`config.mk`:
```
export PLATFORM = sky130hd
export DESIGN_NAME = cby_cfg_chan
export DESIGN_NICKNAME = d
export VERILOG_FILES = /design/src/rtl/cby_pkg.sv /design/src/rtl/cby_ccff_chain.sv /design/src/rtl/cby_cfg_chan.sv
export SDC_FILE = /design/constraint.sdc
export NUM_CORES = 1
export LEC_CHECK = 0
export BUFFER_PORTS_ARGS = -buffer_cell sky130_fd_sc_hd__buf_2
export CAP_MARGIN = 0
export CORE_MARGIN = 5
export CORE_UTILIZATION = 56
export DETAILED_ROUTE_END_ITERATION = 8
export HOLD_SLACK_MARGIN = 0.05
export PLACE_DENSITY = 0.76
export SYNTH_ARGS = -nofsm -noshare
export SYNTH_HDL_FRONTEND = slang
export SYNTH_SLANG_ARGS = --single-unit
export TNS_END_PERCENT = 50
```
`constraint.sdc`:
```
create_clock -name clk -period 1.95 [get_ports clk]
set_clock_uncertainty 0.1 [all_clocks]
set_input_delay 0.39 -clock clk [delete_from_list [all_inputs] [get_ports clk]]
set_output_delay 0.39 -clock clk [all_outputs]
set_load 0.05 [all_outputs]
```
`src/rtl/cby_pkg.sv`:
```
// ----------------------------------------------------------------------------
// cby_pkg
// Shared constants and sizing helpers for the configurable connection blocks.
//   SEL_CONST0 : select value that drives a logic-block input pin to 0.
//   sel_w()    : per-pin select width for a channel of chan_width tracks.
//   cfg_len()  : total configuration chain length.
// ----------------------------------------------------------------------------
package cby_pkg;

    localparam int SEL_CONST0 = 0;

    // Width needed to encode 0 (constant), CHAN_WIDTH bottom tracks and
    // CHAN_WIDTH top tracks, i.e. ceil(log2(2*chan_width+1)).
    function automatic int sel_w(input int chan_width);
        int w;
        w = 0;
        while ((1 << w) < (2 * chan_width + 1)) begin
            w = w + 1;
        end
        return w;
    endfunction

    // Pin selects first; with track registers enabled, one enable bit per
    // track per direction follows the pin selects.
    function automatic int cfg_len(input int chan_width, input int num_ipin,
                                   input bit reg_en);
        return num_ipin * sel_w(chan_width) + (reg_en ? 2 * chan_width : 0);
    endfunction

endpackage

```
`src/rtl/cby_ccff_chain.sv`:
```
// ----------------------------------------------------------------------------
// cby_ccff_chain
// Configuration flip-flop chain with a shadow register. Bits are shifted in
// at ccff_head while cfg_en is high; after CFG_LEN enabled edges the shifted
// word is copied atomically into 'active' and cfg_valid is raised. Pausing
// cfg_en holds the partial load. The first bit shifted lands at CFG_LEN-1.
//
// Ports:
//   clk        in   clock
//   rst_n      in   asynchronous active-low reset
//   cfg_en     in   shift enable
//   ccff_head  in   chain serial input
//   ccff_tail  out  chain serial output (chain MSB)
//   cfg_valid  out  a complete configuration has been applied
//   active     out  CFG_LEN-bit committed configuration
// ----------------------------------------------------------------------------
module cby_ccff_chain #(
    parameter int CFG_LEN = 20
) (
    input  logic               clk,
    input  logic               rst_n,
    input  logic               cfg_en,
    input  logic               ccff_head,
    output logic               ccff_tail,
    output logic               cfg_valid,
    output logic [CFG_LEN-1:0] active
);

    localparam int CNT_W = (CFG_LEN > 1) ? $clog2(CFG_LEN) : 1;

    logic [CFG_LEN-1:0] chain_q;
    logic [CFG_LEN-1:0] chain_next;
    logic [CNT_W-1:0]   cnt;
    logic               load_done;

    assign chain_next = {chain_q[CFG_LEN-2:0], ccff_head};
    assign load_done  = cfg_en && (cnt == CNT_W'(CFG_LEN - 1));
    assign ccff_tail  = chain_q[CFG_LEN-1];

    always_ff @(posedge clk or negedge rst_n) begin
        if (!rst_n) begin
            chain_q   <= '0;
            cnt       <= '0;
            active    <= '0;
            cfg_valid <= 1'b0;
        end else if (cfg_en) begin
            chain_q <= chain_next;
            if (load_done) begin
                // Commit the word including the bit entering on this edge.
                active    <= chain_next;
                cnt       <= '0;
                cfg_valid <= 1'b1;
            end else begin
                cnt <= cnt + CNT_W'(1);
            end
        end
    end

endmodule

```
`src/rtl/cby_cfg_chan.sv`:
```
// ----------------------------------------------------------------------------
// cby_cfg_chan
// Configurable vertical connection block. Passes CHAN_WIDTH tracks in each
// direction and drives NUM_IPIN registered logic-block input pins, each
// through a track mux whose select is loaded over a configuration chain.
//
// Compile-time option:
//   CBY_TRACK_REG_EN  when defined, each pass-through track gets a register
//                     that is selected by its own configuration bit.
//
// Ports:
//   clk               in   clock for chain and datapath registers
//   rst_n             in   asynchronous active-low reset
//   cfg_en            in   config chain shift enable
//   ccff_head         in   config chain serial input
//   ccff_tail         out  config chain serial output
//   cfg_valid         out  a complete configuration has been applied
//   chany_bottom_in   in   tracks entering from below
//   chany_top_in      in   tracks entering from above
//   chany_top_out     out  tracks leaving upward   (from chany_bottom_in)
//   chany_bottom_out  out  tracks leaving downward (from chany_top_in)
//   ipin_out          out  registered input-pin drives
// ----------------------------------------------------------------------------
module cby_cfg_chan
    import cby_pkg::*;
#(
    parameter int CHAN_WIDTH = 9,
    parameter int NUM_IPIN   = 4
) (
    input  logic                  clk,
    input  logic                  rst_n,
    input  logic                  cfg_en,
    input  logic                  ccff_head,
    output logic                  ccff_tail,
    output logic                  cfg_valid,
    input  logic [CHAN_WIDTH-1:0] chany_bottom_in,
    input  logic [CHAN_WIDTH-1:0] chany_top_in,
    output logic [CHAN_WIDTH-1:0] chany_top_out,
    output logic [CHAN_WIDTH-1:0] chany_bottom_out,
    output logic [NUM_IPIN-1:0]   ipin_out
);

`ifdef CBY_TRACK_REG_EN
    localparam bit TRACK_REG_EN = 1'b1;
`else
    localparam bit TRACK_REG_EN = 1'b0;
`endif

    localparam int SEL_W    = sel_w(CHAN_WIDTH);
    localparam int PIN_BITS = NUM_IPIN * SEL_W;
    localparam int CFG_LEN  = cfg_len(CHAN_WIDTH, NUM_IPIN, TRACK_REG_EN);
    localparam int CAND_W   = 2 * CHAN_WIDTH + 1;

    logic [CFG_LEN-1:0]  active;
    logic [CAND_W-1:0]   cand;
    logic [NUM_IPIN-1:0] mux_p0;
    logic [NUM_IPIN-1:0] ipin_p1;

    cby_ccff_chain #(
        .CFG_LEN (CFG_LEN)
    ) u_chain (
        .clk       (clk),
        .rst_n     (rst_n),
        .cfg_en    (cfg_en),
        .ccff_head (ccff_head),
        .ccff_tail (ccff_tail),
        .cfg_valid (cfg_valid),
        .active    (active)
    );

    // Candidate vector indexed directly by the select: bit 0 is the constant
    // zero, bits 1..CW are bottom tracks, bits CW+1..2*CW are top tracks.
    assign cand = {chany_top_in, chany_bottom_in, 1'b0};

    // Stage p0: pin muxes
    for (genvar k = 0; k < NUM_IPIN; k++) begin : g_pin
        logic [SEL_W-1:0] sel;
        assign sel = active[k*SEL_W +: SEL_W];
        always_comb begin
            mux_p0[k] = 1'b0;
            if (sel == SEL_W'(SEL_CONST0)) begin
                mux_p0[k] = 1'b0;
            end else if (sel <= SEL_W'(2 * CHAN_WIDTH)) begin
                mux_p0[k] = cand[sel];
            end
        end
    end

    // Stage p1: registered pin drives, held at 0 until a config is applied
    always_ff @(posedge clk or negedge rst_n) begin
        if (!rst_n) begin
            ipin_p1 <= '0;
        end else begin
            ipin_p1 <= cfg_valid ? mux_p0 : '0;
        end
    end

    assign ipin_out = ipin_p1;

`ifdef CBY_TRACK_REG_EN
    logic [CHAN_WIDTH-1:0] top_reg_p1;
    logic [CHAN_WIDTH-1:0] bot_reg_p1;
    logic [CHAN_WIDTH-1:0] top_reg_en;
    logic [CHAN_WIDTH-1:0] bot_reg_en;

    assign top_reg_en = active[PIN_BITS +: CHAN_WIDTH];
    assign bot_reg_en = active[PIN_BITS + CHAN_WIDTH +: CHAN_WIDTH];

    // Stage p1: optional track registers
    always_ff @(posedge clk or negedge rst_n) begin
        if (!rst_n) begin
            top_reg_p1 <= '0;
            bot_reg_p1 <= '0;
        end else begin
            top_reg_p1 <= chany_bottom_in;
            bot_reg_p1 <= chany_top_in;
        end
    end

    // Per-track choice between registered and combinational path.
    assign chany_top_out    = (top_reg_en & top_reg_p1) | (~top_reg_en & chany_bottom_in);
    assign chany_bottom_out = (bot_reg_en & bot_reg_p1) | (~bot_reg_en & chany_top_in);
`else
    assign chany_top_out    = chany_bottom_in;
    assign chany_bottom_out = chany_top_in;
`endif

endmodule
```
==> flow_summary_export.csv, run 1 <==
group,metric,value,unit
status,status,"finished clean",
global_route,grt_util_all_layers,19.8,%
synthesis,synth_nets,261,
floorplanning,rows,25,
floorplanning,fp.coreArea,0.00479,sq mm
setup_path,reg2reg_from,"u_chain.active[0]",
floorplanning,initial_core_util,58.7,%
timing,rsz0062_at_grt,"no",
setup_path,crit_path_start_kind,"flip-flop",
min_path,hp-start,"ccff_head",
global_route,overflow,0,
finish,diodes,0,
global_route,grt_pass1_vias,1957,
setup_path,critical_path_required,2020,ps
finish,area_growth,10.1,%
run,cap_violations,0,
timing,final-setup-viol-count,0,
timing,fin_tns_setup,0,ps
floorplanning,io_pins,46,
clocking,cts_buffers,5,
pwr,power_density,1380,mW/mm^2
place,place_area,0.00299,sq mm
synthesis,synth_area,0.00281,sq mm
timing,slew_violations,0,
routing,drtIter0Drc,105,
setup_path,worstSetupPathType,"flip-flop to flip-flop",
routing,drc,0,
setup_path,critPathMaxStageDelay,520,ps
timing,final_hold_viol_count,0,
routing,viasPerCell,5.83,
timing,slew-limit-headroom,69.1,%
synthesis,synthDistinctLibCells,37,
routing,ant_nets,0,
timing,setup_slack,245,ps
synthesis,ys_ff_latch,50,
floorplanning,die-area,0.00653,sq mm
global_route,antenna_found_initial,0,
timing,period_minus_slack,1700,ps
global_route,grt_pass1_wl,9780,microns
timing,whs,223,ps
place,gp_congestion,0.867,
pwr,p_total,4.27,mW
finish,nFillCells,372,
synthesis,synth_cells,238,
floorplanning,die_w,80.8,microns
clocking,cts_tree,"yes",
finish,final_cell_count_no_fill,336,
finish,final_net_count,291,
global_route,grt_max_degree,51,
synthesis,yosysWarnings,0,
timing,fmax,587,MHz
synthesis,ys_seq_area_share,44.6,%
finish,finalCoreUtilization,64.6,%
place,place_inst,327,
setup_path,startpoint,"u_chain.active[0]",
pwr,vdd_drop_max,0.000805,V
finish,postLayoutCellArea,0.00309,sq mm
place,io_buffers,45,
setup_path,cpMaxStageDelayCell,"mux4_2",
timing,worst_pin_slew,463,ps
place,dp_hpwl,4370,microns
routing,drt-pass1-iter-count,4,
setup_path,crit_path_cell_trace,"mux4_2 -> or3b_1 -> nand4_1 -> a31oi_1",
min_path,hp-class,"primary input to flip-flop",
clocking,root_buffer,"clkbuf_8",
floorplanning,chipHeight,80.8,microns
pwr,p_leak,1.36,nW
clocking,cts_num_sinks,50,
clocking,h-tree-depth,2,
clocking,cts_buffer_depth,2,
timing,min_period_over_period,87.4,%
clocking,cts.clk_slew.worst_paths,80,ps
routing,vias,1959,
routing,wirelength,5810,microns
place,preCtsSetupSlack,234,ps
finish,final_layout_size_suffix_gt1_share,32.3,%
setup_path,path_max_fanout,7,
setup_path,arrival,1770,ps
synthesis,synth_area_per_cell,11.8,sq um
routing,wl_per_cell,17.3,microns
setup_path,cp-end-kind,"flip-flop",
clocking,clock_latency,290,ps
## synthesized netlist by cell type
master     number  area (sq um)
a31oi_1         3          18.8
mux2i_1        20           200
mux4_2          6           135
buf_4          21           158
mux2_1         22           248
or2_1           1          6.26
o211ai_1        4          30.0
xnor2_1         1          8.76
nor3b_1         4          30.0
o22ai_1         1          6.26
buf_6           1          11.3
nor2_1          7          26.3
ha_1            1          12.5
nand2_2         1          6.26
o311ai_0        2          17.5
a221oi_1        2          17.5
nand2b_1        2          12.5
nand4bb_1       2          22.5
nor3b_2         1          12.5
nor3_1          5          25.0
o21ai_0         5          25.0
o2111ai_1       1          8.76
dfrtp_1        50          1250
nand4_1         6          37.5
mux2_2         19           214
a21oi_1         4          20.0
o311ai_1        1          8.76
clkbuf_1        1          3.75
nor2b_1         2          12.5
nand2_1        10          37.5
a21o_1          1          7.51
nand3_1         3          15.0
or3b_1          2          17.5
nand3b_1        8          60.1
buf_2           8          40.0
o21ai_1         5          25.0
inv_1           5          18.8
## cell families (layout without fill, tap and decap cells)
kind of cell | Yosys count | count (layout) | synth area share (%)
AOI/OAI and AO/OA | 29 | 29 | 6.60
adders and majority gates | 1 | 1 | 0.446
xor gates and xnor gates | 1 | 1 | 0.312
buffers and inverters | 36 | 67 | 8.24
DFF | 50 | 50 | 44.6
muxes | 67 | 67 | 28.4
and+or+nand+nor | 54 | 54 | 11.5
## flip-flops by register name, summed over array words and instances, names as in the netlist
signal and cells:
u_chain.active 20, u_chain.chain_q 20, u_chain.cnt 5, ipin_out 4
u_chain.cfg_valid 1
## cell type report
class	instances	area (sq um)	share of cell area, %
flip-flops and latches	50	1250	40.5
inverters	5	18.8	0.607
multi-input cells	152	1330	42.9
repair buffers	54	320	10.4
clock inverters	1	5.00	0.162
clock buffers	7	86.3	2.79
well taps	67	83.8	2.71
## layout by cell type (no fill, tap or decap), types with 6 or more instances in the layout
master / Yosys / final
buf_2: 8 / 45
buf_4: 21 / 6
clkbuf_8: 0 / 6
dfrtp_1: 50 / 50
mux2_1: 22 / 22
mux2_2: 19 / 19
mux2i_1: 20 / 20
mux4_2: 6 / 6
nand2_1: 10 / 10
nand3b_1: 8 / 8
nand4_1: 6 / 6
nor2_1: 7 / 7
## what timing repair did
action                    4_1_cts  5_1_grt
buffers inserted                0        0
hold buffers                    1        0
hold endpoints to repair       50        0
resized for setup               0        0
## power breakdown
group / switching [mW] / internal (mW)
logic: 0.827 / 0.855
clock network: 0.307 / 0.286
registers: 0.521 / 1.47
total: 1.66 / 2.62
## critical path, delay by kind of cell (launching register included)
family | cells | cell delay, ps
flip-flops | 1 | 470
multiplexers | 1 | 520
AO/OA/AOI/OAI | 1 | 40
AND/OR/NAND/NOR | 2 | 460
## routing by layer
layer | vias up | wire, microns | GRT usage [%]
li1 | 916 | - | -
met3 | 20 | 377 | 5.10
met1 | 969 | 2490 | 25.1
met4 | 0 | 195 | 9.46
met5 | - | 0 | 0
met2 | 54 | 2740 | 31.6
## final timing paths
check	endpoint	slack, ps	cells after the start
hold / removal	u_chain.active[0]	220	3
setup reg to reg	ipin_out[0]	250	4
hold reg to reg	u_chain.active[7]	410	2
setup / recovery	ipin_out[0]	250	4
max in group asynchronous	u_chain.chain_q[4]	1010	3
min in group asynchronous	u_chain.chain_q[16]	510	3
No activity file was read; power rests on OpenSTA's default activity.
==> run 2, diff against run 1 <==
--- a/config.mk
+++ b/config.mk
@@ -5,9 +5,9 @@
 export SDC_FILE = /design/constraint.sdc
 export NUM_CORES = 1
 export LEC_CHECK = 0
-export BUFFER_PORTS_ARGS = -buffer_cell sky130_fd_sc_hd__buf_2
+export BUFFER_PORTS_ARGS = -buffer_cell sky130_fd_sc_hd__buf_4
 export CAP_MARGIN = 0
-export CORE_MARGIN = 5
+export CORE_MARGIN = 2
 export CORE_UTILIZATION = 56
 export DETAILED_ROUTE_END_ITERATION = 8
 export HOLD_SLACK_MARGIN = 0.05
==> run 2 against run 1 <==
Effect of this change:
- sequential power about the same
- clock-buffer cell count unchanged
- design area up 2.5%
- utilization up 1.6 points
- worst setup slack worse by 20 ps
- global-route usage up 2.6 points
- combinational power about the same
- power up 0.81%
- largest cell class unchanged
==> flow_summary_export.csv, run 2 (same netlist as run 1, synthesis figures left out) <==
group,metric,value,unit
status,status,"finished clean",
routing,wl_per_cell,17.1,microns
setup_path,arrival,1800,ps
finish,finalCoreUtilization,66.2,%
pwr,power_density,1360,mW/mm^2
timing,fmax,580,MHz
routing,ant_nets,0,
global_route,grt_max_degree,51,
pwr,pwr-share-clk,14.1,%
routing,drc,0,
routing,vias,1969,
setup_path,reg2reg_slack,230,ps
min_path,whs_path_depth,2,
timing,slew_violations,0,
floorplanning,io_pins,46,
timing,final-setup-viol-count,0,
setup_path,path_delay_family,"multiplexers",
timing,final_hold_viol_count,0,
setup_path,worstSetupPathType,"flip-flop to flip-flop",
timing,fin_tns_setup,0,ps
timing,worst_pin_slew,619,ps
finish,area_growth,12.8,%
place,dp_hpwl,4110,microns
routing,wirelength,5690,microns
timing,slew-limit-headroom,58.7,%
floorplanning,initial_core_util,58.7,%
min_path,hp-start,"ccff_head",
timing,period_minus_slack,1720,ps
clocking,cts_tree,"yes",
setup_path,cpMaxStageDelayCell,"mux4_2",
routing,wl_met2,2580,microns
clocking,cts.clk_slew.worst_paths,90,ps
pwr,p_leak,1.37,nW
place,gp_congestion,0.878,
timing,rsz0062_at_grt,"no",
routing,drt-pass1-iter-count,6,
floorplanning,rows,25,
setup_path,crit_path_start_kind,"flip-flop",
floorplanning,die-area,0.00560,sq mm
setup_path,reg2reg_from,"u_chain.active[0]",
global_route,grt_util_all_layers,22.3,%
setup_path,reg2reg_to,"ipin_out[0]",
clocking,h-tree-depth,2,
global_route,grt_pass1_vias,1882,
clocking,root_buffer,"clkbuf_8",
timing,min_period_over_period,88.4,%
pwr,vdd_drop_max,0.000778,V
run,cap_violations,0,
global_route,antenna_found_initial,0,
finish,layout_commonest_cell,"dfrtp_1",
setup_path,critPathMaxStageDelay,520,ps
global_route,grt_pass1_wl,9280,microns
finish,biggestRegsByFlops,"u_chain.active (20), u_chain.chain_q (20), u_chain.cnt (5)",
routing,wl_met3,318,microns
pwr,intPower,2.65,mW
floorplanning,chipHeight,74.8,microns
clocking,cts_buffers,5,
min_path,min_to,"u_chain.chain_q[0]",
finish,final_layout_size_suffix_gt1_share,31.6,%
setup_path,crit_path_cell_trace,"mux4_2 -> or3b_1 -> nand4_1 -> a31oi_1",
routing,drtIter0Drc,118,
finish,diodes,0,
routing,routedLengthMet1,2530,microns
setup_path,crit_buf_inv,0,
min_path,hp-class,"primary input to flip-flop",
setup_path,path_max_fanout,7,
finish,final_net_count,288,
setup_path,critical_path_required,2020,ps
pwr,sw_frac_of_total,38.6,%
clocking,clock_latency,300,ps
clocking,cts_num_sinks,50,
pwr,comb_power_share,38.8,%
floorplanning,die_w,74.8,microns
clocking,cts_buffer_depth,2,
floorplanning,fp.coreArea,0.00479,sq mm
global_route,overflow,0,
setup_path,reg2regPathDepth,4,
place,io_buffers,45,
pwr,p_seq_share,47.1,%
setup_path,cp-end-kind,"flip-flop",
pwr,netSwitchingPower,1.66,mW
clocking,cts_setup_buffers,0,
clocking,cts_resized,0,
finish,layout_common_cells,"dfrtp_1, buf_4, mux2_1, mux2i_1, mux2_2",
routing,top_layer_used,"met4",
routing,viasPerCell,5.91,
-- run 2: layout make-up --
class / count / area (sq um)
fillers: 386 / 1620
multi-input cells: 152 / 1330
flip-flops and latches: 50 / 1250
repair buffers: 51 / 398
clock buffers: 7 / 86.3
well taps: 67 / 83.8
inverters: 5 / 18.8
clock inverters: 1 / 5.00
-- run 2: repair_timing --
| action | CTS | global route |
|---|---|---|
| endpoints found under the setup margin | 0 | 0 |
| hold buffers | 1 | 0 |
| endpoints found under the hold margin | 50 | 0 |
-- run 2: through the flow --
stage / area (sq um) / hold WS, ps / setup WS [ps] / instances / total power, mW
floorplan: 2810 / -5.59 / 336 / 238 / 3.24
global placement: 3070 / 352 / 249 / 324 / 3.65
detailed placement: 3070 / 345 / 229 / 324 / 3.72
CTS: 3170 / 223 / 226 / 333 / 4.33
global route: 3170 / 225 / 125 / 333 / 4.63
finish: 3170 / 232 / 226 / 333 / 4.31
-- run 2: power by group through the flow --
stage | sequential (mW) | clock (mW) | combinational [mW]
after floorplan | 1.93 | 0 | 1.30
after global placement | 2.01 | 0 | 1.64
after detailed placement | 2.04 | 0 | 1.68
after CTS | 2.02 | 0.629 | 1.69
after global routing | 2.11 | 0.675 | 1.84
final | 2.03 | 0.608 | 1.67
-- run 2: layer usage --
layer	up-vias	GRT usage (%)
li1	915	-
met1	971	30.3
met2	59	33.4
met3	24	4.95
met4	0	12.5
met5	-	0
-- run 2: how the worst max path moves through the flow --
stage	start	endpoint	slack (ps)	cells after the start
5_1_grt	u_chain.active[6]	ipin_out[1]	130	4
4_1_cts	u_chain.active[0]	ipin_out[0]	230	4
3_3_place_gp	chany_top_in[1]	ipin_out[0]	250	5
3_5_place_dp	u_chain.active[6]	ipin_out[1]	230	4
6_report	u_chain.active[0]	ipin_out[0]	230	4
2_1_floorplan	u_chain.active[0]	ipin_out[0]	340	4
